==> src/rtl/mrisc_fetch_pkg.sv <==
// ---------------------------------------------------------------------------
// mrisc_fetch_pkg
//   Definitions shared by the fetch front end: default PC/ROM address widths,
//   the sequencer state encoding and the NOP instruction word.
//   No ports; imported by the pc_sequencer files.
// ---------------------------------------------------------------------------
package mrisc_fetch_pkg;

   localparam int PC_W_DEFAULT   = 32;
   localparam int ADDR_W_DEFAULT = 12;

   // addi x0, x0, 0 -- canonical NOP for the downstream pipeline
   localparam logic [31:0] NOP_INSTR = 32'h0000_0013;

   // Sequencer state encoding; kept as plain constants so older tools and
   // netlists that expect a 1-bit state register stay compatible.
   typedef logic [0:0] fetch_state_t;
   localparam logic [0:0] ST_RUN    = 1'b0;
   localparam logic [0:0] ST_HALTED = 1'b1;

   function automatic logic is_halted_state(input fetch_state_t s);
      return (s == ST_HALTED);
   endfunction

endpackage

==> src/rtl/pc_sequencer_if.sv <==
// ---------------------------------------------------------------------------
// pc_sequencer_if
//   Valid/ready channel carrying one {instruction, PC} pair per transfer from
//   the PC sequencer to the decode side.
//   Signals:
//     instr_valid  sequencer -> consumer  instr_out/instr_pc are meaningful
//     instr_ready  consumer  -> sequencer consumer accepts this cycle
//     instr_out    sequencer -> consumer  32-bit instruction (0 when idle)
//     instr_pc     sequencer -> consumer  word-address PC (0 when idle)
//   Modports: master (sequencer side), slave (consumer side).
// ---------------------------------------------------------------------------
interface pc_sequencer_if #(
   parameter int PC_W = mrisc_fetch_pkg::PC_W_DEFAULT
) ();

   logic            instr_valid;
   logic            instr_ready;
   logic [31:0]     instr_out;
   logic [PC_W-1:0] instr_pc;

   modport master (
      output instr_valid,
      output instr_out,
      output instr_pc,
      input  instr_ready
   );

   modport slave (
      input  instr_valid,
      input  instr_out,
      input  instr_pc,
      output instr_ready
   );

endinterface

==> src/rtl/fetch_hold_buf.sv <==
// ---------------------------------------------------------------------------
// fetch_hold_buf
//   One-entry holding register for an {instruction, PC} pair. Captures the
//   ROM word that was presented but not accepted, because the ROM output is
//   only valid for the single cycle after the address was driven.
//   Ports:
//     clk      in   clock
//     rst      in   synchronous active-high reset
//     i_load   in   capture i_instr/i_pc and set valid
//     i_clear  in   drop the entry (wins over i_load)
//     i_instr  in   32-bit instruction to capture
//     i_pc     in   PC_W-bit PC to capture
//     o_valid  out  entry present
//     o_instr  out  held instruction
//     o_pc     out  held PC
// ---------------------------------------------------------------------------
module fetch_hold_buf
   import mrisc_fetch_pkg::*;
#(
   parameter int PC_W = PC_W_DEFAULT
) (
   input  logic            clk,
   input  logic            rst,
   input  logic            i_load,
   input  logic            i_clear,
   input  logic [31:0]     i_instr,
   input  logic [PC_W-1:0] i_pc,
   output logic            o_valid,
   output logic [31:0]     o_instr,
   output logic [PC_W-1:0] o_pc
);

   logic            r_valid;
   logic [31:0]     r_instr;
   logic [PC_W-1:0] r_pc;

   always_ff @(posedge clk) begin
      if (rst) begin
         r_valid <= 1'b0;
         r_instr <= '0;
         r_pc    <= '0;
      end else if (i_clear) begin
         r_valid <= 1'b0;
      end else if (i_load) begin
         r_valid <= 1'b1;
         r_instr <= i_instr;
         r_pc    <= i_pc;
      end
   end

   assign o_valid = r_valid;
   assign o_instr = r_instr;
   assign o_pc    = r_pc;

endmodule

==> src/rtl/pc_sequencer.sv <==
// ---------------------------------------------------------------------------
// pc_sequencer
//   Owns the program counter for the fetch stage. Drives pc_out into a ROM
//   with one cycle of read latency, pairs each returned word with the PC that
//   fetched it and offers the pair downstream over a valid/ready channel.
//   Supports stall (one-entry hold buffer), redirect (flush + new PC) and
//   halt. PCs are word addresses (+1 per instruction, wrapping).
//
//   Optional feature, macro PC_SEQ_BOUNDS_EN: a fetch at pc_q >= ROM_DEPTH is
//   not issued; instead fetch_fault is set (sticky until rst) and the
//   sequencer halts. Without the macro, fetch_fault is tied low and high PC
//   bits simply alias in the ROM.
//
//   Ports:
//     clk              in   clock
//     rst              in   synchronous active-high reset
//     pc_out           out  PC_W  registered fetch address (= pc_q)
//     rom_instr        in   32    ROM data for last cycle's pc_out
//     redirect_valid   in   1     taken branch/jump this cycle
//     redirect_target  in   PC_W  new PC on redirect
//     halt             in   1     stop issuing fetches
//     instr_bus        master modport of pc_sequencer_if (valid/ready/instr/pc)
//     halted           out  1     halted and nothing outstanding
//     fetch_fault      out  1     out-of-range fetch attempted (sticky)
// ---------------------------------------------------------------------------
module pc_sequencer
   import mrisc_fetch_pkg::*;
#(
   parameter int              PC_W      = PC_W_DEFAULT,
   parameter int              ADDR_W    = ADDR_W_DEFAULT,
   parameter logic [PC_W-1:0] RESET_PC  = '0,
   parameter int              ROM_DEPTH = 4096
) (
   input  logic              clk,
   input  logic              rst,
   output logic [PC_W-1:0]   pc_out,
   input  logic [31:0]       rom_instr,
   input  logic              redirect_valid,
   input  logic [PC_W-1:0]   redirect_target,
   input  logic              halt,
   pc_sequencer_if.master    instr_bus,
   output logic              halted,
   output logic              fetch_fault
);

`ifdef PC_SEQ_BOUNDS_EN
   localparam logic BOUNDS_EN = 1'b1;
`else
   localparam logic BOUNDS_EN = 1'b0;
`endif

   // Valid fetch window: ROM_DEPTH words, but never more than the ROM can
   // address with ADDR_W bits. One extra bit so the limit itself fits.
   localparam logic [63:0]   ROM_SPAN   = 64'd1 << ADDR_W;
   localparam logic [63:0]   ROM_WINDOW = (64'(ROM_DEPTH) < ROM_SPAN) ? 64'(ROM_DEPTH) : ROM_SPAN;
   localparam logic [PC_W:0] ROM_LIMIT  = ROM_WINDOW[PC_W:0];
   localparam logic [PC_W-1:0] PC_STEP  = {{(PC_W-1){1'b0}}, 1'b1};

   // -----------------------------------------------------------------------
   // State
   // -----------------------------------------------------------------------
   logic [PC_W-1:0] r_pc;
   fetch_state_t    r_state;
   logic            r_rsp_v;     // a fetch was issued last cycle
   logic [PC_W-1:0] r_rsp_pc;    // PC of that fetch

   logic            w_hold_v;
   logic [31:0]     w_hold_instr;
   logic [PC_W-1:0] w_hold_pc;

   logic            w_instr_valid;
   logic            w_out_free;
   logic            w_can_fetch;
   logic            w_oob;
   logic            w_issue;
   logic            w_oob_trip;
   logic            w_hold_load;
   logic            w_hold_clear;
   logic [31:0]     w_instr_mux;
   logic [PC_W-1:0] w_pc_mux;

   // -----------------------------------------------------------------------
   // Control
   // -----------------------------------------------------------------------
   // At most one word is ever outstanding (in the ROM pipe or in the hold
   // buffer), so a new fetch may only go out when the current one leaves.
   assign w_instr_valid = w_hold_v | r_rsp_v;
   assign w_out_free    = ~w_instr_valid | instr_bus.instr_ready;
   assign w_can_fetch   = (r_state == ST_RUN) & ~redirect_valid & ~halt & w_out_free;
   assign w_oob         = BOUNDS_EN & ({1'b0, r_pc} >= ROM_LIMIT);
   assign w_issue       = w_can_fetch & ~w_oob;
   assign w_oob_trip    = w_can_fetch & w_oob;

   // The ROM word is only on rom_instr for one cycle; park it if the
   // consumer is not taking it. A redirect discards it instead.
   assign w_hold_load   = r_rsp_v & ~instr_bus.instr_ready & ~redirect_valid;
   assign w_hold_clear  = redirect_valid | (w_hold_v & instr_bus.instr_ready);

   always_ff @(posedge clk) begin
      if (rst) begin
         r_pc     <= RESET_PC;
         r_state  <= ST_RUN;
         r_rsp_v  <= 1'b0;
         r_rsp_pc <= '0;
      end else if (redirect_valid) begin
         // Redirect beats halt and issue; a simultaneous halt still lands
         // in HALTED, but at the new PC.
         r_pc    <= redirect_target;
         r_rsp_v <= 1'b0;
         r_state <= halt ? ST_HALTED : ST_RUN;
      end else begin
         r_rsp_v <= w_issue;
         if (w_issue) begin
            r_rsp_pc <= r_pc;
            r_pc     <= r_pc + PC_STEP;
         end
         if (halt | w_oob_trip) begin
            r_state <= ST_HALTED;
         end
      end
   end

   fetch_hold_buf #(
      .PC_W (PC_W)
   ) u_hold (
      .clk     (clk),
      .rst     (rst),
      .i_load  (w_hold_load),
      .i_clear (w_hold_clear),
      .i_instr (rom_instr),
      .i_pc    (r_rsp_pc),
      .o_valid (w_hold_v),
      .o_instr (w_hold_instr),
      .o_pc    (w_hold_pc)
   );

`ifdef PC_SEQ_BOUNDS_EN
   logic r_fault;

   always_ff @(posedge clk) begin
      if (rst) begin
         r_fault <= 1'b0;
      end else if (w_oob_trip) begin
         r_fault <= 1'b1;
      end
   end

   assign fetch_fault = r_fault;
`else
   assign fetch_fault = 1'b0;
`endif

   // -----------------------------------------------------------------------
   // Output mux: held word first, then the live ROM word, else zeros
   // -----------------------------------------------------------------------
   always_comb begin
      w_instr_mux = '0;
      w_pc_mux    = '0;
      if (w_hold_v) begin
         w_instr_mux = w_hold_instr;
         w_pc_mux    = w_hold_pc;
      end else if (r_rsp_v) begin
         w_instr_mux = rom_instr;
         w_pc_mux    = r_rsp_pc;
      end
   end

   assign instr_bus.instr_valid = w_instr_valid;
   assign instr_bus.instr_out   = w_instr_mux;
   assign instr_bus.instr_pc    = w_pc_mux;

   assign pc_out = r_pc;
   assign halted = is_halted_state(r_state) & ~r_rsp_v & ~w_hold_v;

endmodule

==> src/flat_wrapper.sv <==
// flat-port wrapper written by rule: the top's interface ports become plain ports
module pc_sequencer_flat import mrisc_fetch_pkg::*;
#(
   parameter int              PC_W      = PC_W_DEFAULT,
   parameter int              ADDR_W    = ADDR_W_DEFAULT,
   parameter logic [PC_W-1:0] RESET_PC  = '0,
   parameter int              ROM_DEPTH = 4096
)
  (clk, rst, pc_out, rom_instr, redirect_valid, redirect_target, halt, halted, fetch_fault, instr_bus_instr_valid, instr_bus_instr_out, instr_bus_instr_pc, instr_bus_instr_ready);
  pc_sequencer_if #(.PC_W(PC_W)) instr_bus_i ();
  input  logic clk;
  input  logic rst;
  output logic [PC_W-1:0] pc_out;
  input  logic [31:0] rom_instr;
  input  logic redirect_valid;
  input  logic [PC_W-1:0] redirect_target;
  input  logic halt;
  output logic halted;
  output logic fetch_fault;
  output wire logic [$bits(instr_bus_i.instr_valid)-1:0] instr_bus_instr_valid;
  output wire logic [$bits(instr_bus_i.instr_out)-1:0] instr_bus_instr_out;
  output wire logic [$bits(instr_bus_i.instr_pc)-1:0] instr_bus_instr_pc;
  input wire logic [$bits(instr_bus_i.instr_ready)-1:0] instr_bus_instr_ready;
  assign instr_bus_instr_valid = instr_bus_i.instr_valid;
  assign instr_bus_instr_out = instr_bus_i.instr_out;
  assign instr_bus_instr_pc = instr_bus_i.instr_pc;
  assign instr_bus_i.instr_ready = instr_bus_instr_ready;
  pc_sequencer #(.PC_W(PC_W), .ADDR_W(ADDR_W), .RESET_PC(RESET_PC), .ROM_DEPTH(ROM_DEPTH)) u_core (.clk(clk), .rst(rst), .pc_out(pc_out), .rom_instr(rom_instr), .redirect_valid(redirect_valid), .redirect_target(redirect_target), .halt(halt), .instr_bus(instr_bus_i), .halted(halted), .fetch_fault(fetch_fault));
endmodule
==> config.mk <==
export PLATFORM = sky130hd
export DESIGN_NAME = pc_sequencer_flat
export DESIGN_NICKNAME = d
export VERILOG_FILES = /design/src/rtl/mrisc_fetch_pkg.sv /design/src/rtl/pc_sequencer_if.sv /design/src/rtl/fetch_hold_buf.sv /design/src/rtl/pc_sequencer.sv /design/src/flat_wrapper.sv
export SDC_FILE = /design/constraint.sdc
export NUM_CORES = 1
export LEC_CHECK = 0
export BUFFER_PORTS_ARGS = -buffer_cell sky130_fd_sc_hd__clkbuf_2
export CAP_MARGIN = 20
export CELL_PAD_IN_SITES_DETAIL_PLACEMENT = 1
export CELL_PAD_IN_SITES_GLOBAL_PLACEMENT = 2
export CORE_MARGIN = 2
export CORE_UTILIZATION = 32
export CTS_CLUSTER_SIZE = 16
export DETAILED_ROUTE_END_ITERATION = 8
export GPL_TIMING_DRIVEN = 0
export PLACE_DENSITY = 0.91
export SLEW_MARGIN = 20
export SYNTH_ARGS = -nofsm -noshare
export SYNTH_HDL_FRONTEND = slang
export SYNTH_HIERARCHICAL = 1
export SYNTH_SLANG_ARGS = --single-unit
==> constraint.sdc <==
create_clock -name clk -period 2.5 [get_ports clk]
set_input_delay 0.5 -clock clk [delete_from_list [all_inputs] [get_ports clk]]
set_output_delay 0.5 -clock clk [all_outputs]
set_load 0.1 [all_outputs]
# Word level (Yosys, flattened, before mapping)
# Cells that the tools add are included.
[totals] mem_bits_ro=0 wordCells=42 memories=0 ramBits=0 register_bits=131 latch_bits=0 out_inout_bits=99 input_bits=69
[classes] n_mux=9 n_mul=0 n_reduce_logical=6 div=0 shifts=0 add_sub_neg=1 bitwise_logic=19 eq_ne=0 n_lt_le_gt_ge=0
[ops] operator="$mux 32" count=6
[ops] operator="$add 32x1->32 const B" count=1
[ops] operator="$and 1x1->1" count=8
[ops] operator="$not 1->1" count=8
[ops] operator="$reduce_and 2->1" count=2
[ops] operator="$reduce_bool 2->1" count=2
[ops] operator="$reduce_or 2->1" count=2
[ops] operator="$mux 1" count=3
[ops] operator="$or 1x1->1" count=3

# Longest topological paths before layout
[logic_depth] ltp_word=6 ltp_mapped=9 ltp_nobuf=4

# Modules after synthesis
# The synthesis kept the hierarchy.
[modules_own_cells] module="pc_sequencer" area_each_um2=4018.9 cells_per_inst=564 seq_area_each_um2=1321.3 n_inst=1
[modules_own_cells] module="fetch_hold_buf" area_each_um2=3194.3 cells_per_inst=295 seq_area_each_um2=1301.2 n_inst=1

# Least setup slack after synthesis
# Ideal clock, no wire load.
[synth_path] path_type="register to output" startpoint="reg u_core.r_rsp_v" endpoint="out instr_bus_instr_pc[10]" path_slack_ns=-0.891 t_required_ns=2.000 stages_incl_launch_ff=5 arrival_time_ns=2.891 path_buffers=2 path_cell_list="dfxtp_1 buf_4 clkbuf_1 nand2_1 o21ai_0"
[synth_between] elab_chain_cells=2
[synth_rtl] element="start: declaration" line_no="pc_sequencer.sv:64" text="logic r_rsp_v;"
[synth_rtl] element="start signal: assignment" line_no="pc_sequencer.sv:112" text="r_rsp_v <= w_issue;"
[synth_rtl] element="$mux 32" line_no="pc_sequencer.sv:162" text="end else if (r_rsp_v) begin"
[synth_rtl] element="$mux 32" line_no="pc_sequencer.sv:159" text="if (w_hold_v) begin"
[synth_rtl] element="end: declaration" line_no="flat_wrapper.sv:22" text="output wire logic [$bits(instr_bus_i.instr_pc)-1:0] instr_bus_instr_pc;"
# No other way between the ends.

# Worst setup path after layout
[layout_path] startpoint="reg u_core.r_rsp_v" endpoint="out instr_bus_instr_out[29]"
[layout_between] elab_chain_cells=2
[layout_rtl] element="$mux 32" line_no="pc_sequencer.sv:162"
[layout_rtl] element="$mux 32" line_no="pc_sequencer.sv:159"
[layout_rtl] element="end: declaration" line_no="flat_wrapper.sv:21" text="output wire logic [$bits(instr_bus_i.instr_out)-1:0] instr_bus_instr_out;"
# No other way between the ends.

==> impl_summary.md <==
Status
The run finished with clean final reports.

Final layout
The synthesis-to-layout area growth is 30.1%. The area of all placed cells without fillers is 0.00938 sq mm. Registers take 0.00263 sq mm. In the final design database the tool counted 1113 nets. The post-route netlist has between 30 and 40% of its cells at a drive strength greater than 1. The multi-input gate area in the final layout is 0.00421 sq mm. The count of fill cells added during filler insertion is 2662. The repair_antennas step left the layout with diodes totalling 0.

Global routing
Global routing consumed, over all layers together, 20.7% of the routing resources. After global routing the overflow that remains totals 0. The first global-routing pass estimated 39400 microns of wire. The number of global-route vias before repair was 7120. The number of antenna violations at the first check in global routing is 0. Entering global routing, the biggest net connects 17 pins.

Yosys
By area the synthesized netlist is led by sky130_fd_sc_hd__dfxtp_1 36%, sky130_fd_sc_hd__nand4bb_1 10%, sky130_fd_sc_hd__nand2_1 7.8%. The most common cell in the synthesized netlist is sky130_fd_sc_hd__nand2_1. The commonest register cell after synthesis is sky130_fd_sc_hd__dfxtp_1. Synthesis instantiated 50 different standard cells from the library.

The post-synth design cell area is 0.00721 sq mm. The post-synthesis sequential element count is 131. The total number of yosys warnings is 6. Each instance of the synthesized netlist takes up on average 8.40 sq um.

The net count after synthesis is 929. The commonest cells after synthesis are 150 x sky130_fd_sc_hd__nand2_1, 131 x sky130_fd_sc_hd__dfxtp_1, 64 x sky130_fd_sc_hd__nand2b_1, 64 x sky130_fd_sc_hd__nand4bb_1, 55 x sky130_fd_sc_hd__o21ai_2. The number of flops mapped to enable cells by yosys is 0. The sequential share of the synthesized area is 36.4%. The proportion of register bits with asynchronous set or reset after synthesis is 0%.

The portion of synthesized cell area occupied by the leading cell type is a little over a third. The cell taking the most area after synthesis is sky130_fd_sc_hd__dfxtp_1. After technology mapping, the gate count stands at 859.

Route
Once detail routing completed, the nets flagged for antenna violations numbered 0. The remaining routing DRC violations is 0. In the final routed layout, each cell accounts on average for between 15 and 20 microns. In this run, the number of DRC markers left after iteration 0 of detailed routing was ~280. Using the TritonRoute via totals, the vias-per-cell ratio works out to 5.33.

The via count is 7102. After detailed routing, the total wire length is about 25000 microns. The first detailed-routing pass took 4 iterations.

Clock network
Counting every sink on the clock net gives 131. At the later pin of the worst-skew pair, clock insertion delay measures 0.42 ns. The root buffer cell is sky130_fd_sc_hd__clkbuf_16.

The number of buffers added by the clock tree synthesis step is 17. The H-tree depth is 4. TritonCTS built the clock tree. The maximum root-to-sink buffer count is 2.

Clock-pin slew was measured on the worst setup and hold paths at around 0.060 ns. The hold buffer count at CTS is 0.

Worst setup path
The number of buffers and inverters on the critical path is 3. The critical path goes through buf_4, nor2b_2, buf_2, a22o_1, clkbuf_8. Of all nets on the critical path, the largest fanout is 10. In this design, the stage delay of the slowest critical-path cell is 0.30 ns. The worst register-to-register path has a depth of 8. At the worst endpoint, the arrival time is around 1.9 ns.

The launching point of the worst reg2reg path is u_core/r_rsp_v. The reg-to-reg endpoint is u_core/r_rsp_pc[31]. The worst setup path is captured at an output pin.

The data required time at the worst endpoint is roughly 2 ns. The critical path is of the register to output pin type. The kind of start point of the critical path is a register. The kind of cell with the highest combined delay along the critical path is buffers and inverters. The setup check on the worst reg-to-reg path leaves a slack of 0.29 ns. On the critical path, the stage with the largest delay is an instance of sky130_fd_sc_hd__dfxtp_1. The first element of the critical path is u_core/r_rsp_v.

Die
The die is 154 microns tall. The horizontal extent of the die is 154 microns. The die area is 0.0238 sq mm. The number of rows created at floorplan is 54.

around 170 I/O pins were placed. The total area inside the core boundary comes to roughly 0.022 sq mm. The initial utilization of the core area, before any placement, comes to 32.8%.

Pwr
For this design the static power due to leakage is 3.59 nW. The internal power summed over all cells is between 3 and 4 mW. The clock network is responsible for approximately 44% of the overall power.

In this run switching power makes up between 20% and 30% of total power. The power density over cell area is 588 mW/mm^2. The relative contribution of sequential cells to total power is 40.2%. The share of total power in combinational logic is 15.6%.

In this run the power spent charging and discharging nets is approximately 1.6 mW. The worst IR drop on VDD is 0.000454 V. The total power draw is 5.52 mW.

STA
The final-layout setup total negative slack is 0 ns. Final hold analysis gives a worst-case slack of about 0.34 ns. Setup repair after global routing left no endpoint under its margin. The slew of the pin with the lowest slew margin is roughly 0.6 ns. The least setup slack across all paths after layout is 0.110 ns. Setup violations remaining at the end of the flow were counted as 0. The count of final max-slew check failures is 0.

The final critical path time including I/O delays and setup is 2.39 ns. The worst setup skew after layout is 0.00793 ns. Of the available clock period, the critical path in the final layout requires 95.6%. Derived from the worst setup path, the maximum achievable clock frequency is between 400 and 500 MHz. The worst max-slew margin expressed relative to the limit is approximately three fifths. The final count of hold timing violations came to 0.

Placed design
Summing all placed instances gives a cell area of about 0.0085 sq mm. The quantity of I/O buffers inserted on ports is 165. The placer's final routability congestion estimate is 0.842. The pre-CTS setup slack is -0.466 ns.

Summed over all nets, the half-perimeter wirelength after detailed placement is 18600 microns.

Worst hold path
The worst min-delay path startpoint is redirect_target[18]. The worst-case hold path end point is u_core/pc_out[18]. The worst hold path was traced through 3 stages. In this run the worst hold path is classified as input pin to register.

Run
The number of maximum-capacitance violations is 0.
power by group through the flow:
stage          Clock, mW  Combinational [mW]  Sequential (mW)
2_1_floorplan          0               0.393             2.49
3_3_place_gp           0               0.841             2.27
3_5_place_dp           0               0.846             2.27
4_1_cts             2.48               0.863             2.22
5_1_grt             2.59               0.908             2.23
6_report            2.44               0.863             2.22
worst register-to-register path, stage by stage (launching register included):
cell	delay (ns)
sky130_fd_sc_hd__dfxtp_1	0.29
sky130_fd_sc_hd__buf_4	0.18
sky130_fd_sc_hd__o21bai_4	0.24
sky130_fd_sc_hd__buf_2	0.29
sky130_fd_sc_hd__and3_1	0.18
sky130_fd_sc_hd__clkbuf_1	0.23
sky130_fd_sc_hd__clkbuf_1	0.40
sky130_fd_sc_hd__nand2_1	0.19
sky130_fd_sc_hd__a21oi_1	0.14
registers in the layout, summed over array words and instances (netlist names):
name,cells
u_core/u_hold/o_pc,32
u_core/r_state,1
u_core/u_hold/o_instr,32
u_core/r_rsp_pc,32
u_core/pc_out,32
u_core/u_hold/o_valid,1
u_core/r_rsp_v,1
metal layers:
layer	vias up	global-route usage [%]	wire (microns)	share of wire [%]
met5	-	0	0	0
met4	0	4.94	269	1.1
met3	21	3.61	1200	4.8
met2	200	33.8	11500	46
met1	3407	28.5	11800	48
li1	3474	-	-	-
logic make-up after synthesis:
logic type,Yosys count,share of synthesized area (%)
adder cells (fa/ha/maj),1,0.173
flip-flops,131,36.4
other,1,0.0520
XOR/XNOR,6,0.729
AND/OR/NAND/NOR,405,33.5
AO/OA/AOI/OAI,219,22.3
buffers and inverters,96,6.85
cell usage in the layout, fill, tap and decap left out, drive strengths merged, types with 2 or more instances in the layout:
cell type and instances:
a2111oi 7, a211oi 7, a21oi 36, a22o 31, a311oi 10, a31oi 4
and2 5, and3 6, and4 4, buf 65, bufinv 2, clkbuf 212
clkinv 4, dfxtp 131, inv 7, nand2 150, nand2b 64, nand3 13
nand4 17, nand4bb 64, nor2 39, nor2b 8, nor3b 3, nor4 12
o21ai 103, o311ai 3, o31a 5, o31ai 4, o41a 6, or3 10
or4 7, xor2 5
how the worst max path moves through the flow:
stage / slack (ns) / cells past startpoint / endpoint
after floorplan: -0.21 / 5 / instr_bus_instr_pc[23]
after detailed placement: -0.47 / 6 / instr_bus_instr_pc[24]
after global placement: -0.43 / 6 / instr_bus_instr_pc[23]
final: 0.11 / 5 / instr_bus_instr_out[29]
after CTS: 0.007 / 5 / instr_bus_instr_out[21]
after global routing: 0.002 / 5 / instr_bus_instr_out[18]
repair_timing:
| action | in CTS | in global routing |
|---|---|---|
| endpoints found under the setup margin | 127 | 77 |
| setup buffers | 0 | 0 |
| gates resized for setup | 100 | 35 |
metrics by stage:
| step | std cells | utilization, % |
|---|---|---|
| after global placement | 1304 | 38.7 |
| after CTS | 1333 | 42.6 |
| final | 1333 | 42.7 |
| after floorplan | 859 | - |
| after detailed placement | 1304 | 38.7 |
| after global routing | 1333 | 42.7 |
cell type report:
cell class	count	share of cell area, %
multi-input cells	632	44.8
plain buffers	89	5.45
repair buffers	165	11.7
well taps	280	3.73
flip-flops and latches	131	28.0
clock buffers	23	5.09
inverters	7	0.280
clock inverters	6	0.853
No activity file was read; power rests on OpenSTA's default activity.
